### src/rtl/mpram_chk_pkg.sv
// Shared definitions for the multi-read-port RAM interface checker.
//   lanes()       : number of byte lanes in a data word
//   RdwOld/RdwNew : read-during-write expectation modes
//   PortIdxWidth  : width of the reported first-error port index
package mpram_chk_pkg;

  localparam int unsigned RdwOld       = 0;
  localparam int unsigned RdwNew       = 1;
  localparam int unsigned PortIdxWidth = 3;

  function automatic int unsigned lanes(int unsigned data_width);
    return data_width / 8;
  endfunction

endpackage

### src/rtl/mpram_chk_rd_lane.sv
// One read port of the checker: delays the issue-time expectation by RD_LATENCY cycles,
// then compares it with the returned data lane by lane and registers the result strobes.
// Ports:
//   clk, rst                       clock, synchronous active-high reset
//   issue, issue_addr/exp/mask     read strobe and shadow capture taken at issue
//   rd_data, ecccorr, eccderr      returned data and ECC flags (sampled at issue+RD_LATENCY)
//   mismatch, unwritten, corr, derr  one-cycle result strobes
//   chk_addr, chk_exp, chk_got     details of the compared read, valid with the strobes
module mpram_chk_rd_lane import mpram_chk_pkg::*; #(
  parameter int unsigned ADDR_WIDTH = 8,
  parameter int unsigned DATA_WIDTH = 32,
  parameter int unsigned RD_LATENCY = 2
) (
  input  logic                    clk,
  input  logic                    rst,
  input  logic                    issue,
  input  logic [ADDR_WIDTH-1:0]   issue_addr,
  input  logic [DATA_WIDTH-1:0]   issue_exp,
  input  logic [DATA_WIDTH/8-1:0] issue_mask,
  input  logic [DATA_WIDTH-1:0]   rd_data,
  input  logic                    ecccorr,
  input  logic                    eccderr,
  output logic                    mismatch,
  output logic                    unwritten,
  output logic                    corr,
  output logic                    derr,
  output logic [ADDR_WIDTH-1:0]   chk_addr,
  output logic [DATA_WIDTH-1:0]   chk_exp,
  output logic [DATA_WIDTH-1:0]   chk_got
);

  localparam int unsigned Lanes = lanes(DATA_WIDTH);

  typedef struct packed {
    logic                  valid;
    logic [ADDR_WIDTH-1:0] addr;
    logic [DATA_WIDTH-1:0] exp;
    logic [Lanes-1:0]      mask;
  } rd_entry_t;

  rd_entry_t             pipe_q [RD_LATENCY];
  rd_entry_t             tail;
  logic [DATA_WIDTH-1:0] lane_bits;
  logic                  diff;

  assign tail = pipe_q[RD_LATENCY-1];

  always_ff @(posedge clk) begin
    if (rst) begin
      for (int i = 0; i < int'(RD_LATENCY); i++) pipe_q[i] <= '0;
    end else begin
      pipe_q[0] <= '{valid: issue, addr: issue_addr, exp: issue_exp, mask: issue_mask};
      for (int i = 1; i < int'(RD_LATENCY); i++) pipe_q[i] <= pipe_q[i-1];
    end
  end

  always_comb begin
    lane_bits = '0;
    for (int l = 0; l < int'(Lanes); l++) lane_bits[l*8 +: 8] = {8{tail.mask[l]}};
  end

  assign diff = |((rd_data ^ tail.exp) & lane_bits);

  always_ff @(posedge clk) begin
    if (rst) begin
      mismatch  <= 1'b0;
      unwritten <= 1'b0;
      corr      <= 1'b0;
      derr      <= 1'b0;
    end else begin
      // A double error makes the data meaningless, so it suppresses the compare.
      mismatch  <= tail.valid && !eccderr && (tail.mask != '0) && diff;
      unwritten <= tail.valid && !eccderr && (tail.mask == '0);
      corr      <= tail.valid && ecccorr;
      derr      <= tail.valid && eccderr;
    end
  end

  // Unwritten lanes report as zero so the capture never exposes stale shadow bytes.
  always_ff @(posedge clk) begin
    chk_addr <= tail.addr;
    chk_exp  <= tail.exp & lane_bits;
    chk_got  <= rd_data;
  end

endmodule

### config.mk
export PLATFORM = sky130hd
export DESIGN_NAME = mpram_chk_rd_lane
export DESIGN_NICKNAME = d
export VERILOG_FILES = /design/src/rtl/mpram_chk_pkg.sv /design/src/rtl/mpram_chk_rd_lane.sv
export SDC_FILE = /design/constraint.sdc
export NUM_CORES = 1
export LEC_CHECK = 0
export ABC_AREA = 1
export CORE_UTILIZATION = 50
export DETAILED_ROUTE_END_ITERATION = 6
export PLACE_DENSITY = 0.9
export SLEW_MARGIN = 20
export SYNTH_ARGS = -nofsm -noshare
export SYNTH_HDL_FRONTEND = slang
export SYNTH_SLANG_ARGS = --single-unit
### constraint.sdc
create_clock -name clk -period 2.95 [get_ports clk]
set_input_delay 0.59 -clock clk [delete_from_list [all_inputs] [get_ports clk]]
set_output_delay 0.59 -clock clk [all_outputs]
set_load 0.005 [all_outputs]
# After elaboration in Yosys (flattened, before gate mapping)
# Memory sizes are Yosys's and may differ from the RTL's.
# Index checks and enable logic that the tools add are counted.
# word_totals
latch_bits	0
input_bits	81
register_bits	76
n_memories	1
mem_bits_ro	0
ramBits	90
# memory_table
name	depth	word_bits	read_ports	rd_clocked_by_memory_dff	wr	line	rtl
pipe_q	2	45	2	0	2	mpram_chk_rd_lane.sv:41	rd_entry_t pipe_q [RD_LATENCY];
# classes
reduce_logical	10
n_eq_ne	0
shifts	0
n_mux	5
n_addsub	0
div	0
n_lt_le_gt_ge	0
bitwise_logic	5
n_mul	0
# op_table
cell	n
2-to-1 mux 45 bit	2
bitwise AND 32 bit	2
OR reduction 32 bit	1
bitwise XOR 32 bit	1
logical AND 1 bit	6
zero test 4 bit	1
nonzero test 4 bit	1
2-to-1 mux 1 bit	3
bitwise OR 1 bit	2
zero test 1 bit	1

# Depth between registers and ports, before layout
# depth
ltp_word	4
mapped_depth	8
ltp_nobuf	8

# Worst setup path after synthesis
# Ideal clock, no wire load.
# synth_path
kind	input-to-reg
from	input rd_data[3]
to	register mismatch
t_required_ns	2.833
path_slack_ns	1.687
arrival_ns	1.145
stages	7
cell_sequence	or2_1 > nand3_2 > nand2_1 > nor2_1 > nand2_1 > nor2_1 > a21oi_1
# synth_via
elab_chain_len	4
# synth_rtl
item	line	rtl
from (decl)	mpram_chk_rd_lane.sv:20	input logic [DATA_WIDTH-1:0] rd_data,
bitwise XOR 32 bit	mpram_chk_rd_lane.sv:62	assign diff = |((rd_data ^ tail.exp) & lane_bits);
bitwise AND 32 bit	mpram_chk_rd_lane.sv:62	
OR reduction 32 bit	mpram_chk_rd_lane.sv:62	
logical AND 1 bit	mpram_chk_rd_lane.sv:72	mismatch <= tail.valid && !eccderr && (tail.mask != '0) && diff;
to (signal assigned)	mpram_chk_rd_lane.sv:72	
to (decl)	mpram_chk_rd_lane.sv:23	output logic mismatch,
# No other way between the ends.
# A chain may end at the register's enable or synchronous reset.

# Worst setup path after layout
# layout_path
from	register chk_got[25]
to	output chk_got[25]
# layout_rtl
item	line	rtl
from (decl)	mpram_chk_rd_lane.sv:29	output logic [DATA_WIDTH-1:0] chk_got
from (signal assigned)	mpram_chk_rd_lane.sv:83	chk_got <= rd_data;
# No word-level cell between the ends.

==> impl_results.md <==
- Metal3 WL: 498 µm
- CP arrival: 1.38 ns
- Final min period: 1.97 ns
- Wl on met1: 4.05 mm
- Min-delay worst type: reg2reg
- Antenna Nets Post-Route: 0
- Placer Congestion: 0.782
- Num CTS Buffers: 17
- Metal2 WL: 5.53 mm
- DRC Markers: 0
- Slowest cell delay on critical path: 0.55 ns
- Vias: 3896
- Antenna fix cells: 0
- Synth Warn #: 0
- Post-synthesis cell area: 5180 µm²
- DRT iter0 DRCs: 111
- Synth area leader: dfxtp_1
- Top Family by Delay on Critical Path: buffers and inverters
- Lkg Pwr: 3.60 nW
- Max-cap violations: 0
- Clk slew on worst S/H paths: 0.06 ns
- Port Buf Inserts: 156
- Slew @ Worst Pin: 0.638 ns
- Clock Skews: 0.0101 ns
- Ranking of synthesized cells by area: dfxtp_1, inv_1, nand2_1, nor2_1, nand3_1
- Commonest cells in the netlist: inv_1, dfxtp_1, nand2_1, nor2_1, nand3_1
- Most frequent cell after synthesis: inv_1
- Antenna violations before repair: 0
- Slowest-stage cell, CP: clkdlybuf4s50_1
- Status: finished clean
- TritonRoute pass-1 iters: 4
- Cell count after synthesis: 616
- Type of element capturing the critical path: output pin
- Yosys cell types: 16
- Crit-path max FO: 1
- Global route overflow: 0
- Final #Nets: 856
- Worst Path Required: 2.36 ns
- Hold Fails Final Rpt: 0
- Top sig layer: met4
- Post-synthesis register bit count: 166
- Top_reg_cell synth: dfxtp_1
- Rows: 36
- Routed vias/inst: 4.23
- Worst skew pair latency: 0.51 ns
- Die Wd: 104 µm
- Clock sinks: 166
- Mean Syn Cell Area: 8.42 µm²
- CTS root buffer: clkbuf_8
- Worst-path cell chain: clkdlybuf4s50_1
- Routed WL per cell: 11.3 µm
- Worst IR Drop VDD: 0.000474 V
- Area of the die: 10800 µm²
- First-pass GRT wire length: 17.0 mm
- Post-CTS Resized: 0
- Post-Syn Nets: 697
- Total core area: 9910 µm²
- FF-to-FF setup slack: 1.53 ns
- Worst hold slack: 0.327 ns
- Register area share after synthesis: 64.1%
- Final wirelength: 10.4 mm
- Io pins: 157
- Largest net degree at the start of global routing: 64
- RSZ-0062 raised after global routing: false
- Asr flop ratio synth: 0%
- Setup Viol. Count Final: 0
- Pins Over Slew Limit: 0
- DP Wirelength: 7.58 mm
- Area growth syn-to-layout: 41.3%
- Synth top area share: 64.1%
- Fin crit share: 66.9%
- Crit path launch type: flop
- Final setup TNS: 0 ns
- H-tree depth: 4
- Fmax: 507 MHz
- TritonCTS clock tree: yes
- Die height: 104 µm
- Starting density of the core: 52.3%
- Clock Path Buffers: 2
- Count of flip-flops with a built-in enable after synthesis: 0
- Share of cells above drive strength 1: 4.95%
- Vias in the first global route: 3845
- PwrDens: 645 nW/µm²
- Slew headroom: 57.4%
- Post-CTS Setup Repair Bufs: 0
- Setup CP Type: reg2out
- WP buf/inv: 1
- Hold buffers post-CTS: 0
- GRT Util Overall: 20.3%
[area by class of cell]
cell class / count / area [µm²]
tap: 133 / 166
inverter: 173 / 649
clock inverter: 13 / 121
fill: 696 / 2580
sequential: 166 / 3320
clock buffer: 19 / 432
multi-input combinational: 259 / 1060
timing repair buffer: 158 / 1570
[where the power goes]
group | switching [mW] | internal [mW]
Combinational | 0.130 | 0.194
Clock | 0.878 | 1.15
Sequential | 0.0428 | 2.33
[sequential cells by signal, indices dropped and copies added, names as in the netlist]
register	flops
chk_exp	32
corr	1
mismatch	1
pipe_q	90
chk_got	32
derr	1
chk_addr	8
unwritten	1
[metrics by stage]
step / setup WS (ns) / power, mW / instance area, µm² / utilization (%) / cells
after floorplan: 1.69 / 2.54 / 5180 / - / 616
after global placement: 1.02 / 2.73 / 6770 / 68.4 / 889
after detailed placement: 0.954 / 2.75 / 6770 / 68.4 / 889
after CTS: 0.958 / 4.77 / 7330 / 73.9 / 921
after global routing: 0.930 / 4.94 / 7330 / 73.9 / 921
final: 0.977 / 4.73 / 7330 / 73.9 / 921
[path summary, 6_finish.rpt]
path	cells past startpoint	end	from
worst min-delay path	0	chk_addr[2]$_DFF_P_	pipe_q[0][83]$_SDFF_PP0_
worst max register to register	6	mismatch$_SDFF_PP0_	pipe_q[0][45]$_SDFF_PP0_
worst min register to register	0	chk_addr[2]$_DFF_P_	pipe_q[0][83]$_SDFF_PP0_
worst max-delay path	1	chk_got[25]	chk_got[25]$_DFF_P_
[layout by cell type, fill, tap and decap left out]
cell,instances
inv_1,173
dfxtp_1,166
clkdlybuf4s50_1,155
nand2_1,113
nor2_1,104
nand3_1,28
clkbuf_16,16
or2_1,6
nand3_2,4
clkinvlp_4,4
clkinv_2,3
inv_6,3
buf_4,3
clkbuf_8,2
or2_0,1
nor3_1,1
a21oi_1,1
nor4_2,1
clkbuf_1,1
bufinv_16,1
inv_8,1
clkinv_4,1
[per-layer routing]
metal	up-vias	global-route usage, %
met5	-	0
met4	0	10.0
met3	23	6.04
met2	120	38.4
met1	1722	20.0
li1	2031	-
[kinds of logic after synthesis]
logic type / after synthesis / share of synthesized area, %
buffers and inverters: 191 / 15.4
and+or+nand+nor: 258 / 20.4
DFF: 166 / 64.1
AOI/OAI and AO/OA: 1 / 0.0965
No activity file was read; power rests on OpenSTA's default activity.
